--- src/rtl/sample_block_accumulator.sv ---
// Sums sign-extended samples over blocks of block_len (0 -> 1) with signed saturation; out_valid rises the cycle after the last accept.
// Backpressure: in_ready drops while a completed block waits in HOLD for out_ready, so at least one bubble per block.
module sample_block_accumulator #(
  parameter int DATA_WIDTH  = 16,
  parameter int ACC_WIDTH   = 24,
  parameter int COUNT_WIDTH = 8
) (
  input  logic                   clk,
  input  logic                   rst_n,
  input  logic                   in_valid,
  output logic                   in_ready,
  input  logic [DATA_WIDTH-1:0]  in_data,
  input  logic [COUNT_WIDTH-1:0] block_len,
  output logic                   out_valid,
  input  logic                   out_ready,
  output logic [ACC_WIDTH-1:0]   out_sum,
  output logic                   out_sat,
  output logic [COUNT_WIDTH-1:0] out_count
);

  typedef enum logic [1:0] {
    IDLE  = 2'd0,
    ACCUM = 2'd1,
    HOLD  = 2'd2
  } state_t;

  localparam logic signed [ACC_WIDTH-1:0] ACC_MAX = {1'b0, {(ACC_WIDTH-1){1'b1}}};
  localparam logic signed [ACC_WIDTH-1:0] ACC_MIN = {1'b1, {(ACC_WIDTH-1){1'b0}}};

  state_t                        state;
  logic signed [ACC_WIDTH-1:0]   acc;
  logic [COUNT_WIDTH-1:0]        count;
  logic [COUNT_WIDTH-1:0]        len;
  logic                          sat;

  logic                          accept;
  logic signed [ACC_WIDTH:0]     data_ext;
  logic signed [ACC_WIDTH:0]     sum_ext;
  logic signed [ACC_WIDTH-1:0]   data_acc;
  logic signed [ACC_WIDTH-1:0]   sum_sat;
  logic                          sum_ovf;
  logic [COUNT_WIDTH-1:0]        len_eff;
  logic [COUNT_WIDTH-1:0]        count_nxt;

  assign in_ready  = (state != HOLD);
  assign accept    = in_valid & in_ready;
  assign data_ext  = (ACC_WIDTH+1)'($signed(in_data));
  assign data_acc  = data_ext[ACC_WIDTH-1:0];
  assign sum_ext   = (ACC_WIDTH+1)'(acc) + data_ext;
  assign len_eff   = (block_len == '0) ? COUNT_WIDTH'(1) : block_len;
  assign count_nxt = count + COUNT_WIDTH'(1);

  // One guard bit: overflow shows up as the top two bits disagreeing.
  always_comb begin
    sum_sat = sum_ext[ACC_WIDTH-1:0];
    sum_ovf = 1'b0;
    if (sum_ext[ACC_WIDTH] != sum_ext[ACC_WIDTH-1]) begin
      sum_ovf = 1'b1;
      sum_sat = sum_ext[ACC_WIDTH] ? ACC_MIN : ACC_MAX;
    end
  end

  always_ff @(posedge clk or negedge rst_n) begin
    if (!rst_n) begin
      state     <= IDLE;
      acc       <= '0;
      count     <= '0;
      len       <= '0;
      sat       <= 1'b0;
      out_valid <= 1'b0;
    end else begin
      case (state)
        IDLE: begin
          if (accept) begin
            len   <= len_eff;
            acc   <= data_acc;
            count <= COUNT_WIDTH'(1);
            sat   <= 1'b0;
            if (len_eff == COUNT_WIDTH'(1)) begin
              state     <= HOLD;
              out_valid <= 1'b1;
            end else begin
              state <= ACCUM;
            end
          end
        end
        ACCUM: begin
          if (accept) begin
            acc   <= sum_sat;
            sat   <= sat | sum_ovf;
            count <= count_nxt;
            if (count_nxt == len) begin
              state     <= HOLD;
              out_valid <= 1'b1;
            end
          end
        end
        HOLD: begin
          if (out_ready) begin
            state     <= IDLE;
            out_valid <= 1'b0;
          end
        end
        default: begin
          state     <= IDLE;
          out_valid <= 1'b0;
        end
      endcase
    end
  end

  assign out_sum   = acc;
  assign out_sat   = sat;
  assign out_count = len;

endmodule

--- config.mk ---
export PLATFORM = sky130hd
export DESIGN_NAME = sample_block_accumulator
export DESIGN_NICKNAME = d
export VERILOG_FILES = /design/src/rtl/sample_block_accumulator.sv
export SDC_FILE = /design/constraint.sdc
export NUM_CORES = 1
export LEC_CHECK = 0
export CORE_UTILIZATION = 49
export CTS_BUF_LIST = sky130_fd_sc_hd__clkbuf_4 sky130_fd_sc_hd__clkbuf_8 sky130_fd_sc_hd__clkbuf_16
export CTS_CLUSTER_SIZE = 24
export DETAILED_ROUTE_END_ITERATION = 10
export PLACE_DENSITY_LB_ADDON = 0.12
export SETUP_SLACK_MARGIN = 0.2
export SLEW_MARGIN = 25
export SYNTH_ARGS = -nofsm -noshare
export SYNTH_HDL_FRONTEND = slang
export SYNTH_SLANG_ARGS = --single-unit
--- constraint.sdc ---
create_clock -name clk -period 2.5 [get_ports clk]
set_input_delay 0.75 -clock clk [delete_from_list [all_inputs] [get_ports clk]]
set_output_delay 0.75 -clock clk [all_outputs]
set_load 0.005 [all_outputs]
==> impl_metrics.py <==
metrics = {
    "worst_setup_path": {
        "worst-r2r-cell-count": 13,
        "worst_reg_to_reg_setup_slack_ps": -500,
        "endpoint_kind": "register",
        "timing.critical_path.arrival_ps": 3320,
        "r2r-end": "out_sum[14]$_DFFE_PN0P_",
        "path_cells": "buf_6 > ha_4 > buf_6 > a21oi_4 > o21ai_4 > a2111oi_4 > a2111oi_4 > or2_4 > buf_4 > a311oi_4 > buf_6 > a21oi_1 > a21oi_1",
        "timing.critical_path.fanout_max": 5,
        "worstPathRequired_ps": 2740,
        "launch_point_of_the_worst_reg_to_reg_path": "out_sum[0]$_DFFE_PN0P_",
        "setup.worst_path.start_class": "input port",
        "worst_path_largest_cell_delay_ps": 480,
        "crit_path_top_delay_cell": "sky130_fd_sc_hd__a2111oi_4",
        "critical_path.most_common_cell": "sky130_fd_sc_hd__buf_6",
        "crit_type": "in -> reg",
    },
    "final_layout": {
        "multiInputGateArea_um2": 2890,
        "layout_cell_share_with_drive_strength_beyond_1_pct": 43.20,
        "fillCellCount": 362,
        "synthToLayoutAreaGrowth_pct": 66.51,
        "finish.net_count": 671,
        "postLayoutCoreUtil_pct": 86.33,
        "register_area_um2": 1106,
    },
    "clock_network": {
        "ctsHtreeMaxLevel": 2,
        "clk-insertion-delay-late_ps": 320,
        "clock_sink_count": 44,
        "cts_tree": "yes",
        "cts_root_buf": "sky130_fd_sc_hd__clkbuf_8",
        "tritoncts.num_buffers": 5,
        "cts-root-to-sink-buffers": 2,
        "cts.reportedPaths.clkPinSlew_ps": 100,
    },
    "die": {
        "core-area_um2": 6982,
        "dieWidth_um": 87.95,
        "dieArea_um2": 7735,
        "ioPinCount": 63,
        "rows": 30,
        "die-height_um": 87.95,
        "initial_utilization_pct": 51.85,
    },
    "grt": {
        "via_count_of_the_first_global_routing_pass": 4289,
        "grt_util_all_layers_pct": 34.24,
        "grt_max_degree": 36,
        "first_pass_grt_wire_length_mm": 20.28,
        "global_route.overflow_total": 0,
        "antenna_found_initial": 2,
    },
    "sta": {
        "timing_max_transition_violations_final": 0,
        "setup-violations-final": 25,
        "setup_slack_ps": -584.2,
        "slew-limit-headroom_pct": 62.68,
        "hold_viol_final": 0,
        "tightest_slew_ps": 559.8,
        "timing.clock.skew_ps": 10.18,
        "fmaxAchievable_ghz": 0.3242,
        "finalCriticalPeriod_ps": 3084,
        "fin_setup_tns_ps": -11740,
        "post-route-period-util_pct": 123.4,
        "unrepaired_setup_endpoints_after_global_routing": "yes",
        "whs_ps": 408.9,
    },
    "pwr": {
        "power_leakage_nw": 2.564,
        "totalPowerFinal_mw": 8.684,
        "worst_ir_drop_vdd_mv": 0.7874,
        "cellPowerDensity_nw_per_um2": 1441,
    },
    "drt": {
        "ant_nets": 0,
        "num_vias": 4462,
        "drt-wirelength-per-cell_um": 20.74,
        "drt_iter0_drc": 401,
        "route.detailed.vias_per_inst": 6.232,
        "postRouteWirelength_mm": 14.85,
        "drt_pre_antenna_iters": 7,
        "drc": 0,
    },
    "logic_synthesis": {
        "netlist_instances": 430,
        "avgSynthCellArea_um2": 8.418,
        "synth-seq-area-share_pct": 30.42,
        "synth_async_sr_flop_share_pct": 100.0,
        "synth.net_count": 484,
        "ys_types": 57,
        "synth-seq-cells": 44,
        "main_synth_ff_type": "sky130_fd_sc_hd__dfrtp_1",
        "mappedNetlistArea_um2": 3620,
        "number_of_synthesized_flops_with_an_enable_pin": 0,
        "ys_warnings": 0,
    },
    "status": {
        "violations": "negative setup slack",
        "outcome": "complete, but fails checks",
    },
    "job": {
        "maxCapViolations": 0,
    },
    "place": {
        "gpl.final_weighted_congestion": 0.9435,
        "dpl_worst_slack_ps": -1358,
        "port-buffer-count": 62,
        "dp_hpwl_mm": 8.294,
    },
    "worst_hold_path": {
        "worstHoldPathType": "in -> async",
    },
}
how the worst max path moves through the flow:
stage                 from                       to  slack [ps]  cells after the start
2_1_floorplan   in_data[0]   out_sum[5]$_DFFE_PN0P_        -480                     11
3_3_place_gp   in_data[15]  out_sum[14]$_DFFE_PN0P_       -1260                     12
3_5_place_dp   in_data[15]  out_sum[16]$_DFFE_PN0P_       -1360                     12
4_1_cts         in_data[0]  out_sum[16]$_DFFE_PN0P_        -530                     14
5_1_grt        in_data[10]   out_sum[5]$_DFFE_PN0P_        -640                     14
6_report       in_data[10]  out_sum[14]$_DFFE_PN0P_        -580                     13
synth_stat cells (2+ instances only):
cell type | number | area (um2)
sky130_fd_sc_hd__a2111oi_2 | 2 | 30.03
sky130_fd_sc_hd__a21o_1 | 13 | 97.59
sky130_fd_sc_hd__a21oi_1 | 33 | 165.2
sky130_fd_sc_hd__a21oi_2 | 13 | 113.9
sky130_fd_sc_hd__a22o_1 | 5 | 43.79
sky130_fd_sc_hd__a311oi_1 | 2 | 17.52
sky130_fd_sc_hd__a31oi_1 | 6 | 37.54
sky130_fd_sc_hd__and2_1 | 3 | 18.77
sky130_fd_sc_hd__and3_1 | 2 | 12.51
sky130_fd_sc_hd__buf_2 | 4 | 20.02
sky130_fd_sc_hd__buf_6 | 2 | 22.52
sky130_fd_sc_hd__clkbuf_1 | 17 | 63.81
sky130_fd_sc_hd__dfrtp_1 | 44 | 1101
sky130_fd_sc_hd__ha_1 | 25 | 312.8
sky130_fd_sc_hd__inv_1 | 12 | 45.04
sky130_fd_sc_hd__mux2_2 | 7 | 78.83
sky130_fd_sc_hd__mux2i_1 | 2 | 20.02
sky130_fd_sc_hd__nand2_1 | 50 | 187.7
sky130_fd_sc_hd__nand2b_1 | 9 | 56.30
sky130_fd_sc_hd__nand3_1 | 14 | 70.07
sky130_fd_sc_hd__nand4_1 | 3 | 18.77
sky130_fd_sc_hd__nor2_1 | 36 | 135.1
sky130_fd_sc_hd__nor2b_1 | 3 | 18.77
sky130_fd_sc_hd__nor3_1 | 11 | 55.05
sky130_fd_sc_hd__nor4_1 | 2 | 12.51
sky130_fd_sc_hd__o211ai_1 | 3 | 22.52
sky130_fd_sc_hd__o21a_1 | 5 | 37.54
sky130_fd_sc_hd__o21ai_0 | 31 | 155.2
sky130_fd_sc_hd__o21ai_1 | 2 | 10.01
sky130_fd_sc_hd__o21bai_1 | 2 | 15.01
sky130_fd_sc_hd__o22ai_1 | 2 | 12.51
sky130_fd_sc_hd__o31ai_1 | 2 | 15.01
sky130_fd_sc_hd__or2_1 | 2 | 12.51
sky130_fd_sc_hd__or3_1 | 13 | 81.33
sky130_fd_sc_hd__xnor2_1 | 19 | 166.4
sky130_fd_sc_hd__xor2_1 | 8 | 70.07
timing repair:
item | CTS | global route
setup endpoints to repair | 27 | 28
hold buffers | 0 | 0
hold endpoints to repair | 0 | 0
pin swaps | 43 | 49
gates cloned | 1 | 0
gates resized for setup | 92 | 67
buffers inserted | 24 | 10
flip-flops by register name (all words and copies together) (netlist names):
name / flops
out_sum: 24
count: 8
state: 2
out_valid: 1
out_count: 8
out_sat: 1
cell families (layout without fill, tap and decap cells):
family	count (synthesis)	count (layout)	share of synthesized area [%]
adder cells (fa/ha/maj)	26	26	9.195
other	0	2	0
buffers and inverters	36	224	4.390
XOR/XNOR	27	27	6.533
flip-flops	44	44	30.42
multiplexers	9	9	2.731
AO/OA/AOI/OAI	136	136	27.07
AND/OR/NAND/NOR	152	152	19.67
layout make-up:
class / count / area share, %
Tap cell: 96 / 1.993
Antenna cell: 2 / 0.08304
Clock inverter: 3 / 0.7889
Sequential cell: 44 / 18.35
Multi-Input combinational cell: 350 / 47.96
Timing Repair Buffer: 204 / 28.94
Clock buffer: 5 / 1.142
Inverter: 12 / 0.7474
where the power goes:
part	internal (mW)	switching, mW
sequential	1.04	0.363
combinational	3.51	3.18
clock	0.302	0.296
through the flow:
stage | cells | area, um2
after floorplan | 430 | 3744
after global placement | 671 | 5166
after detailed placement | 671 | 5166
after CTS | 704 | 5737
after global routing | 715 | 6025
final | 716 | 6027
critical path: cells and delay by family:
kind                     cells  cell delay, ps
AND/OR/NAND/NOR              1             290
adder cells (fa/ha/maj)      1             240
AO/OA/AOI/OAI                7            1470
buffers and inverters        4             560
layout by cell type, fill, tap and decap left out, types with 9 or more instances in the layout:
cell type / n
sky130_fd_sc_hd__clkdlybuf4s50_1: 45
sky130_fd_sc_hd__inv_1: 10
sky130_fd_sc_hd__or3_1: 13
sky130_fd_sc_hd__a21o_1: 13
sky130_fd_sc_hd__ha_4: 17
sky130_fd_sc_hd__buf_4: 125
sky130_fd_sc_hd__buf_6: 18
sky130_fd_sc_hd__o21ai_0: 29
sky130_fd_sc_hd__xnor2_1: 19
sky130_fd_sc_hd__nor3_1: 9
sky130_fd_sc_hd__dfrtp_1: 40
sky130_fd_sc_hd__nand2_1: 39
sky130_fd_sc_hd__a21oi_2: 19
sky130_fd_sc_hd__a21oi_1: 22
sky130_fd_sc_hd__nand3_1: 10
sky130_fd_sc_hd__nor2_1: 33
routing by layer:
metal,track usage (%),vias up,part of all wire [%]
met5,0,-,0
met4,18.63,0,6.2
met3,5.938,110,8.0
met2,60.61,315,49
met1,39.15,2114,37
li1,-,1923,-
Note: power is estimated with default switching activity, not from simulation.
